--- src/rtl/gpio_apb_bank_pkg.sv ---
// Shared definitions for the GPIO expander banks: register map and the
// state encoding of the APB response sequencer.
package gpio_bank_pkg;

  localparam logic [2:0] ADDR_DATA_OUT   = 3'd0;
  localparam logic [2:0] ADDR_DIR        = 3'd1;
  localparam logic [2:0] ADDR_DATA_IN    = 3'd2;
  localparam logic [2:0] ADDR_RISE_EN    = 3'd3;
  localparam logic [2:0] ADDR_FALL_EN    = 3'd4;
  localparam logic [2:0] ADDR_IRQ_STATUS = 3'd5;
  localparam logic [2:0] ADDR_OUT_SET    = 3'd6;
  localparam logic [2:0] ADDR_OUT_CLR    = 3'd7;

  typedef enum logic [1:0] {
    ST_IDLE = 2'd0,
    ST_WAIT = 2'd1,
    ST_RESP = 2'd2
  } bank_state_e;

endpackage

--- src/rtl/gpio_apb_bank_if.sv ---
// APB completer-side bus bundle for one GPIO bank (psel is this bank's bit
// of the bridge's select vector).
interface gpio_apb_bank_if #(
  parameter int DATA_WIDTH = 8,
  parameter int ADDR_WIDTH = 3
);
  logic                  psel;
  logic                  penable;
  logic                  pwrite;
  logic [ADDR_WIDTH-1:0] paddr;
  logic [DATA_WIDTH-1:0] pwdata;
  logic [DATA_WIDTH-1:0] prdata;
  logic                  pready;

  modport master (
    output psel, penable, pwrite, paddr, pwdata,
    input  prdata, pready
  );

  modport slave (
    input  psel, penable, pwrite, paddr, pwdata,
    output prdata, pready
  );
endinterface

--- src/rtl/gpio_apb_bank_sync_edge.sv ---
// Two-flop pin synchroniser followed by a history register, giving the
// synchronised level and single-cycle rise/fall pulses per pin.
module gpio_sync_edge #(
  parameter int WIDTH = 8
) (
  input  logic             clk,
  input  logic             rst_n,
  input  logic [WIDTH-1:0] pin,
  output logic [WIDTH-1:0] sync,
  output logic [WIDTH-1:0] rise,
  output logic [WIDTH-1:0] fall
);
  logic [WIDTH-1:0] meta_p0;
  logic [WIDTH-1:0] sync_p1;
  logic [WIDTH-1:0] prev_p2;

  always_ff @(posedge clk or negedge rst_n) begin
    if (!rst_n) begin
      meta_p0 <= '0;
      sync_p1 <= '0;
      prev_p2 <= '0;
    end else begin
      // p0: metastability catcher, p1: clean level, p2: last clean level
      meta_p0 <= pin;
      sync_p1 <= meta_p0;
      prev_p2 <= sync_p1;
    end
  end

  assign sync = sync_p1;
  assign rise = sync_p1 & ~prev_p2;
  assign fall = ~sync_p1 & prev_p2;
endmodule

--- src/rtl/gpio_apb_bank.sv ---
// One GPIO bank behind the SPI-to-APB bridge: output, direction and edge
// interrupt registers, answered over APB with WAIT_STATES extra cycles.
module gpio_apb_bank
  import gpio_bank_pkg::*;
#(
  parameter int DATA_WIDTH  = 8,
  parameter int ADDR_WIDTH  = 3,
  parameter int WAIT_STATES = 0
) (
  input  logic                  pclk,
  input  logic                  presetn,
  gpio_apb_bank_if.slave        apb,
  input  logic [DATA_WIDTH-1:0] gpio_i,
  output logic [DATA_WIDTH-1:0] gpio_o,
  output logic [DATA_WIDTH-1:0] gpio_oe,
  output logic                  irq
);
  // With WAIT_STATES = 0 the WAIT state is never entered, so this value is unused.
  localparam logic [2:0] WAIT_LAST = 3'(WAIT_STATES - 1);

  bank_state_e           state_q;
  bank_state_e           state_d;
  logic [2:0]            wait_cnt_q;
  logic [2:0]            wait_cnt_d;
  logic                  setup_phase;
  logic                  enter_resp;
  logic                  wr_commit;
  logic [2:0]            reg_sel;

  logic [DATA_WIDTH-1:0] data_out_q;
  logic [DATA_WIDTH-1:0] dir_q;
  logic [DATA_WIDTH-1:0] rise_en_q;
  logic [DATA_WIDTH-1:0] fall_en_q;
  logic [DATA_WIDTH-1:0] irq_status_q;
  logic [DATA_WIDTH-1:0] data_out_d;
  logic [DATA_WIDTH-1:0] w1c_mask;
  logic [DATA_WIDTH-1:0] hw_set;
  logic [DATA_WIDTH-1:0] rd_mux;

  logic [DATA_WIDTH-1:0] pin_sync;
  logic [DATA_WIDTH-1:0] pin_rise;
  logic [DATA_WIDTH-1:0] pin_fall;

  logic                  pready_q;
  logic [DATA_WIDTH-1:0] prdata_q;

  gpio_sync_edge #(
    .WIDTH (DATA_WIDTH)
  ) u_sync (
    .clk   (pclk),
    .rst_n (presetn),
    .pin   (gpio_i),
    .sync  (pin_sync),
    .rise  (pin_rise),
    .fall  (pin_fall)
  );

  assign setup_phase = apb.psel & ~apb.penable;
  assign reg_sel     = 3'(apb.paddr);

  always_comb begin
    state_d    = state_q;
    wait_cnt_d = wait_cnt_q;
    unique case (state_q)
      ST_IDLE: begin
        if (setup_phase) begin
          wait_cnt_d = '0;
          state_d    = (WAIT_STATES == 0) ? ST_RESP : ST_WAIT;
        end
      end
      ST_WAIT: begin
        wait_cnt_d = wait_cnt_q + 3'd1;
        if (!apb.psel) begin
          state_d = ST_IDLE;
        end else if (wait_cnt_q == WAIT_LAST) begin
          state_d = ST_RESP;
        end
      end
      ST_RESP: state_d = ST_IDLE;
      default: state_d = ST_IDLE;
    endcase
  end

  always_ff @(posedge pclk or negedge presetn) begin
    if (!presetn) begin
      state_q    <= ST_IDLE;
      wait_cnt_q <= '0;
    end else begin
      state_q    <= state_d;
      wait_cnt_q <= wait_cnt_d;
    end
  end

  // Read data is captured on the way into RESP, so it reflects the registers
  // at that edge; a withdrawn psel in RESP suppresses the write.
  assign enter_resp = (state_d == ST_RESP) && (state_q != ST_RESP);
  assign wr_commit  = (state_q == ST_RESP) && apb.psel && apb.pwrite;

  always_comb begin
    rd_mux = '0;
    unique case (reg_sel)
      ADDR_DATA_OUT:   rd_mux = data_out_q;
      ADDR_DIR:        rd_mux = dir_q;
      ADDR_DATA_IN:    rd_mux = pin_sync;
      ADDR_RISE_EN:    rd_mux = rise_en_q;
      ADDR_FALL_EN:    rd_mux = fall_en_q;
      ADDR_IRQ_STATUS: rd_mux = irq_status_q;
      default:         rd_mux = '0;
    endcase
  end

  always_ff @(posedge pclk or negedge presetn) begin
    if (!presetn) begin
      pready_q <= 1'b0;
      prdata_q <= '0;
    end else begin
      pready_q <= enter_resp;
      prdata_q <= enter_resp ? rd_mux : '0;
    end
  end

  always_comb begin
    data_out_d = data_out_q;
    w1c_mask   = '0;
    if (wr_commit) begin
      unique case (reg_sel)
        ADDR_DATA_OUT:   data_out_d = apb.pwdata;
        ADDR_OUT_SET:    data_out_d = data_out_q | apb.pwdata;
        ADDR_OUT_CLR:    data_out_d = data_out_q & ~apb.pwdata;
        ADDR_IRQ_STATUS: w1c_mask   = apb.pwdata;
        default:         data_out_d = data_out_q;
      endcase
    end
  end

  // Edge detection ignores DIR; a hardware set beats a same-cycle W1C.
  assign hw_set = (pin_rise & rise_en_q) | (pin_fall & fall_en_q);

  always_ff @(posedge pclk or negedge presetn) begin
    if (!presetn) begin
      data_out_q   <= '0;
      dir_q        <= '0;
      rise_en_q    <= '0;
      fall_en_q    <= '0;
      irq_status_q <= '0;
    end else begin
      data_out_q   <= data_out_d;
      irq_status_q <= (irq_status_q & ~w1c_mask) | hw_set;
      if (wr_commit && reg_sel == ADDR_DIR)     dir_q     <= apb.pwdata;
      if (wr_commit && reg_sel == ADDR_RISE_EN) rise_en_q <= apb.pwdata;
      if (wr_commit && reg_sel == ADDR_FALL_EN) fall_en_q <= apb.pwdata;
    end
  end

  assign apb.pready = pready_q;
  assign apb.prdata = prdata_q;
  assign gpio_o     = data_out_q;
  assign gpio_oe    = dir_q;
  assign irq        = |irq_status_q;
endmodule

--- src/flat_wrapper.sv ---
// flat-port wrapper written by rule: the top's interface ports become plain ports
module gpio_apb_bank_flat import gpio_bank_pkg::*;
#(
  parameter int DATA_WIDTH  = 8,
  parameter int ADDR_WIDTH  = 3,
  parameter int WAIT_STATES = 0
)
  (pclk, presetn, gpio_i, gpio_o, gpio_oe, irq, apb_psel, apb_penable, apb_pwrite, apb_paddr, apb_pwdata, apb_prdata, apb_pready);
  gpio_apb_bank_if #(.DATA_WIDTH(DATA_WIDTH), .ADDR_WIDTH(ADDR_WIDTH)) apb_i ();
  input  logic pclk;
  input  logic presetn;
  input  logic [DATA_WIDTH-1:0] gpio_i;
  output logic [DATA_WIDTH-1:0] gpio_o;
  output logic [DATA_WIDTH-1:0] gpio_oe;
  output logic irq;
  input wire logic [$bits(apb_i.psel)-1:0] apb_psel;
  input wire logic [$bits(apb_i.penable)-1:0] apb_penable;
  input wire logic [$bits(apb_i.pwrite)-1:0] apb_pwrite;
  input wire logic [$bits(apb_i.paddr)-1:0] apb_paddr;
  input wire logic [$bits(apb_i.pwdata)-1:0] apb_pwdata;
  output wire logic [$bits(apb_i.prdata)-1:0] apb_prdata;
  output wire logic [$bits(apb_i.pready)-1:0] apb_pready;
  assign apb_i.psel = apb_psel;
  assign apb_i.penable = apb_penable;
  assign apb_i.pwrite = apb_pwrite;
  assign apb_i.paddr = apb_paddr;
  assign apb_i.pwdata = apb_pwdata;
  assign apb_prdata = apb_i.prdata;
  assign apb_pready = apb_i.pready;
  gpio_apb_bank #(.DATA_WIDTH(DATA_WIDTH), .ADDR_WIDTH(ADDR_WIDTH), .WAIT_STATES(WAIT_STATES)) u_core (.pclk(pclk), .presetn(presetn), .apb(apb_i), .gpio_i(gpio_i), .gpio_o(gpio_o), .gpio_oe(gpio_oe), .irq(irq));
endmodule
--- config.mk ---
export PLATFORM = sky130hd
export DESIGN_NAME = gpio_apb_bank_flat
export DESIGN_NICKNAME = d
export VERILOG_FILES = /design/src/rtl/gpio_apb_bank_pkg.sv /design/src/rtl/gpio_apb_bank_if.sv /design/src/rtl/gpio_apb_bank_sync_edge.sv /design/src/rtl/gpio_apb_bank.sv /design/src/flat_wrapper.sv
export SDC_FILE = /design/constraint.sdc
export NUM_CORES = 1
export LEC_CHECK = 0
export CAP_MARGIN = 10
export CORE_ASPECT_RATIO = 0.5
export CORE_MARGIN = 2
export CORE_UTILIZATION = 35
export DETAILED_ROUTE_END_ITERATION = 8
export DONT_BUFFER_PORTS = 1
export MAX_ROUTING_LAYER = met4
export SYNTH_ARGS = -nofsm -noshare
export SYNTH_HDL_FRONTEND = slang
export SYNTH_SLANG_ARGS = --single-unit
export TNS_END_PERCENT = 5
--- constraint.sdc ---
create_clock -name pclk -period 2.9 [get_ports pclk]
set_input_delay 0.29 -clock pclk [delete_from_list [all_inputs] [get_ports pclk]]
set_output_delay 0.29 -clock pclk [all_outputs]
set_load 0.02 [all_outputs]
# --- Word level (Yosys, flattened, before mapping) ---
# Cells that the tools add are included.
totals:
  reg_bits: 78
  inputBits: 24
  output_inout_bits: 26
  elab_cells: 65
classes:
  addsub: 1
  n_eq_ne: 13
  n_mux: 11
  bitwise: 15
  reduce_logical: 13
op_table:
  columns: ["cell", "n"]
  rows:
  - ["$and 8x8->8", 6]
  - ["$pmux 8 s6", 1]
  - ["$not 8->8", 4]
  - ["$mux 8", 3]
  - ["$or 8x8->8", 3]
  - ["$pmux 8 s3", 1]
  - ["$eq 3x3->1 const B", 5]
  - ["$reduce_or 8->1", 1]
  - ["$eq 3x2->1 const B", 2]
  - ["$logic_and 1x1->1", 6]
  - ["$mux 2", 3]
  - ["$pmux 3 s2", 1]
  - ["$eq 2x2->1 const B", 2]
  - ["$pmux 2 s2", 1]
  - ["$reduce_and 2->1", 2]
  - ["$add 3x1->3 const B", 1]
  - ["$eq 3x1->1 const B", 1]
  - ["$logic_not 3->1", 1]
  - ["$mux 3", 1]
  - ["$reduce_bool 3->1", 1]
  - ["$eq 2x1->1 const B", 1]
  - ["$logic_not 2->1", 1]
  - ["$ne 2x1->1 const B", 1]
  - ["$ne 2x2->1 const B", 1]
  - ["other kinds (3)", 3]

# --- Logic depth before layout (Yosys ltp) ---
depth:
  depth_word: 7
  depth_mapped: 5
  ltp_nobuf: 5

# --- By module ---
# Synthesis repeated with hierarchy kept, for this count alone.
hier_totals:
  hier_cells: 283
  area_unflattened_um2: 3632.2
by_module_without_submodules:
  columns: ["module", "n_inst", "cells_each", "area_per_inst_um2", "seq_area_each_um2"]
  rows:
  - ["gpio_apb_bank", 1, 243, 2891.5, 1351.3]
  - ["gpio_sync_edge", 1, 40, 740.7, 600.6]

# --- Least setup slack after synthesis ---
# No wires, ideal clock.
synth_path:
  path_type: "register -> register"
  startpoint: "register u_core.state_q[0]"
  endpoint: "register u_core.dir_q[0] (netlist: u_core.gpio_oe[0])"
  setup_ps: 125
  arrival_ps: 1375
  t_required_ps: 2775
  setup_slack_ps: 1401
  path_stages_with_launch: 4
  path_buffers: 0
  period_less_slack_ps: 1499
  path_cell_list: "dfrtp_1 -> nand4b_4 -> nor4_4 -> mux2_2"
synth_via:
  elab_chain_len: 4
synth_rtl:
  columns: ["item", "line_no", "source"]
  rows:
  - ["from (decl)", "gpio_apb_bank.sv:21", "bank_state_e state_q;"]
  - ["from (signal assigned)", "gpio_apb_bank.sv:89", "state_q <= state_d;"]
  - ["$eq 2x2->1", "gpio_apb_bank.sv:97", "assign wr_commit = (state_q == ST_RESP) && apb.psel && apb.pwrite;"]
  - ["$logic_and 1x1->1 (2 in series)", "gpio_apb_bank.sv:97", null]
  - ["$logic_and 1x1->1", "gpio_apb_bank.sv:149", "if (wr_commit && reg_sel == ADDR_DIR) dir_q <= apb.pwdata;"]
  - ["to (signal assigned)", "gpio_apb_bank.sv:149", null]
  - ["to (decl)", "gpio_apb_bank.sv:31", "logic [DATA_WIDTH-1:0] dir_q;"]
# Every way passes these cells.
# A chain may end at the register's enable or synchronous reset.

# --- Worst setup path in the final report ---
layout_path:
  startpoint: "register u_core.state_q[0]"
  endpoint: "register u_core.dir_q[4] (netlist: u_core.gpio_oe[4])"
# The elaborated chain is that of the path after synthesis.

==> flow_summary.yaml <==
run_status:
  outcome: "finished clean"
power:
  cell_leakage_power_nw: 1.69
  design_power_total_w: 0.00264
  cellPowerDensity_nw_per_um2: 659
  vdd_drop_max_mv: 0.341
routing:
  vias: 2337
  first_pass_iters: 5
  wl_met1_um: 3530
  met2RoutedLength_um: 3790
  drt_first_iter_violations: 256
  dr.max_layer_used: "met4"
  drt_wl_total_um: 8170
  drt_drc_violations_left: 0
  wire_per_inst_um: 19.6
  met3WireLength_um: 711
  drtAntennaViolNets: 0
  routed_via_density: 5.62
floorplanning:
  io_pins: 50
  die_w_um: 145
  floorplan.rows: 25
  core_um2: 9540
  floorplan.initialDensity_pct: 36.3
  floorplan.die_area_um2: 10700
  die_y_um: 74.3
timing:
  period_needed_ns: 2.03
  final-hold-violation-count: 0
  totalNegativeSetupSlack_ns: 0
  clock.fmax_ghz: 0.492
  finish_stage_setup_viols: 0
  postLayoutSetupSlackWorst_ns: 0.869
  timing_worst_slew_pin_value_ns: 0.841
  timing.max_slew.rel_slack_pct: 43.5
  fin_crit_sh_pct: 70.0
  setup_clock_skew_after_layout_ns: 0.00897
  rsz0062_at_grt: "no"
  hold_ws_ns: 0.0416
  slew_viol_final: 0
logic_synthesis:
  synth-adder-area-share_pct: 0.723
  synth_area_um2: 3460
  synth_nets: 293
  basic_gate_share_of_the_synthesized_area_counting_and_or_nand_and_nor_cells_pct: 10.2
  netlist_top_cells_area: "sky130_fd_sc_hd__dfrtp_1 56%, sky130_fd_sc_hd__mux2_2 10%, sky130_fd_sc_hd__o31ai_1 3.5%"
  compound_gate_portion_of_the_synthesized_area_pct: 14.7
  dominant_combinational_cell_family_by_area_after_synthesis: "multiplexers"
  register_bit_total_from_synthesis: 78
  synth_edf_count: 0
  synth-warning-count: 0
  post_synth_inst_count: 267
  yosys_cell_types: 37
  synth-async-reset-ratio_pct: 100
  yosysTopAreaCellShare_pct: 56.4
  seq_area_frac_synth_pct: 56.4
  synth_area_per_cell_um2: 13.0
  yosys.area.top_type: "sky130_fd_sc_hd__dfrtp_1"
  ys_top_cells_by_count: "78 x sky130_fd_sc_hd__dfrtp_1, 32 x sky130_fd_sc_hd__mux2_2, 16 x sky130_fd_sc_hd__o31ai_1"
  share_of_cell_area_taken_by_muxes_after_synthesis_pct: 14.8
  dominantRegCellSynth: "sky130_fd_sc_hd__dfrtp_1"
  yosys.cell_count.top_type: "sky130_fd_sc_hd__dfrtp_1"
  synth_xor_area_share_pct: 0
critical_path:
  timing.reg2reg.worst_path_depth: 4
  crit_required_ns: 3.12
  crit_path_start_kind: "register"
  crit_path_start: "u_core.state_q[0]"
  rr_endpoint: "u_core.gpio_oe[4]"
  critPathCapture: "u_core.gpio_oe[4]"
  setup.worst_path.class: "register to register"
  reg2reg_setup_slack_ns: 0.87
  crit_path_end_kind: "register"
  worstReg2RegStart: "u_core.state_q[0]"
  worstPathMaxFanout: 26
  cp.arrival_ns: 2.25
grt:
  grt_start_max_net_pins: 79
  grt_pass1_wl_um: 13300
  via_count_of_the_first_global_routing_pass: 2467
  globalRouteTotalUtil_pct: 17.5
  grt_antenna_before_repair: 0
  overflow: 0
layout:
  design.final.nets: 302
  final_layout_size_suffix_gt1_share_pct: 20.6
  layout-area-overhead-vs-synth_pct: 15.8
  n_antenna_cell: 0
  stdcell_area_um2: 4010
cts:
  tritoncts_clock_tree: "built"
  clock_tree.buffer_depth: 2
  skew_pair_late_insertion_delay_ns: 0.34
  htree_num_levels: 3
  cts_inserted_buffers: 9
  clk_pin_slew_worst_paths_ns: 0.06
  numClockSinks: 78
  cts_root_buf: "sky130_fd_sc_hd__clkbuf_16"
placement:
  post-place-ws_ns: 0.886
  place.port_buffers: 0
  place_congestion: 0.819
  place_hpwl_um: 5290
  postPlaceCellArea_um2: 3570
hold_path:
  hold_path_class: "input port to register"
  worstHoldStart: "apb_paddr[0]"
job:
  maxCapViolCount: 0
-- cell type report --
type	instances	area (um2)
inverters	13	48.8
clock inverters	4	70.1
multi-input cells	163	1400
fillers	868	5530
clock buffers	12	246
flip-flops and latches	78	1950
well taps	135	169
repair buffers	11	125
-- cells by family (layout without fill, tap and decap cells) --
family | Yosys count | in the layout
DFF | 78 | 78
buffers and inverters | 26 | 40
adders and majority gates | 2 | 2
AOI/OAI and AO/OA | 70 | 70
and+or+nand+nor | 49 | 49
muxes | 42 | 42
-- sequential cells by signal (all words and copies together), names as in the netlist --
signal                 cells
u_core.rise_en_q           8
u_core.apb.pready          1
u_core.gpio_o              8
u_core.wait_cnt_q          3
u_core.fall_en_q           8
u_core.u_sync.prev_p2      8
u_core.state_q             2
u_core.irq_status_q        8
u_core.gpio_oe             8
u_core.apb.prdata          8
u_core.u_sync.meta_p0      8
u_core.u_sync.sync         8
-- worst max-delay path, cell delays in order (launching register included) --
cell                       delay [ns]
sky130_fd_sc_hd__dfrtp_1         0.41
sky130_fd_sc_hd__nand4b_4        0.17
sky130_fd_sc_hd__buf_4           0.24
sky130_fd_sc_hd__nor4_4          0.66
sky130_fd_sc_hd__mux2_2          0.41
-- how the worst min path moves through the flow --
stage	slack (ns)	end	cells past startpoint
after detailed placement	-0.004	u_core.u_sync.meta_p0[3]	0
final	0.04	u_core.apb.prdata[7]	1
after global placement	-0.004	u_core.u_sync.meta_p0[3]	0
after global routing	0.02	u_core.gpio_o[1]	1
after floorplan	-0.006	u_core.apb.prdata[0]	0
after CTS	0.03	u_core.gpio_o[7]	1
-- metrics by stage --
step                instances  utilization, %
floorplan                 267               -
CTS                       416            42.0
detailed placement        390            37.4
finish                    416            42.0
global placement          390            37.4
global route              416            42.0
-- placed cells by master (no fill, tap or decap), types with 2 or more instances in the layout --
| cell type | netlist | routed |
|---|---|---|
| sky130_fd_sc_hd__a211o_1 | 4 | 4 |
| sky130_fd_sc_hd__a211oi_1 | 10 | 10 |
| sky130_fd_sc_hd__a21boi_0 | 2 | 2 |
| sky130_fd_sc_hd__a21oi_1 | 4 | 4 |
| sky130_fd_sc_hd__a221oi_1 | 2 | 2 |
| sky130_fd_sc_hd__a22o_1 | 2 | 2 |
| sky130_fd_sc_hd__a22oi_1 | 3 | 3 |
| sky130_fd_sc_hd__a2bb2oi_1 | 2 | 2 |
| sky130_fd_sc_hd__a31oi_1 | 8 | 8 |
| sky130_fd_sc_hd__bufinv_16 | 0 | 2 |
| sky130_fd_sc_hd__clkbuf_1 | 3 | 2 |
| sky130_fd_sc_hd__clkbuf_16 | 0 | 9 |
| sky130_fd_sc_hd__clkinv_2 | 0 | 2 |
| sky130_fd_sc_hd__dfrtp_1 | 78 | 78 |
| sky130_fd_sc_hd__dlygate4sd3_1 | 0 | 9 |
| sky130_fd_sc_hd__ha_1 | 2 | 2 |
| sky130_fd_sc_hd__inv_1 | 11 | 11 |
| sky130_fd_sc_hd__inv_2 | 2 | 2 |
| sky130_fd_sc_hd__mux2_2 | 32 | 32 |
| sky130_fd_sc_hd__mux2i_1 | 6 | 6 |
| sky130_fd_sc_hd__mux4_2 | 4 | 4 |
| sky130_fd_sc_hd__nand2_1 | 10 | 10 |
| sky130_fd_sc_hd__nand2b_1 | 4 | 4 |
| sky130_fd_sc_hd__nand3b_1 | 9 | 9 |
| sky130_fd_sc_hd__nor2_1 | 3 | 3 |
| sky130_fd_sc_hd__nor2b_1 | 6 | 6 |
| sky130_fd_sc_hd__nor4_1 | 2 | 2 |
| sky130_fd_sc_hd__nor4_4 | 2 | 2 |
| sky130_fd_sc_hd__o211ai_1 | 8 | 8 |
| sky130_fd_sc_hd__o22ai_1 | 8 | 8 |
| sky130_fd_sc_hd__o31ai_1 | 16 | 16 |
| sky130_fd_sc_hd__or4_1 | 8 | 8 |
-- where the power goes --
group          internal [W]  switching, W  leakage, nW
logic              0.000103     0.0000893        0.555
registers           0.00116     0.0000833        0.979
clock network      0.000774      0.000428        0.157
total               0.00204      0.000601         1.69
-- repair_timing --
action / 4_1_cts / 5_1_grt
resized for setup: 0 / 0
hold buffers: 10 / 0
buffers inserted: 0 / 0
endpoints found under the hold margin: 86 / 0
setup endpoints to repair: 0 / 0
-- layer usage --
| metal | GRT usage, % | up-vias |
|---|---|---|
| met4 | 6.58 | 0 |
| met2 | 26.4 | 92 |
| li1 | - | 1045 |
| met1 | 21.2 | 1187 |
| met5 | - | - |
| met3 | 7.21 | 13 |
Note: power is estimated with default switching activity, not from simulation.
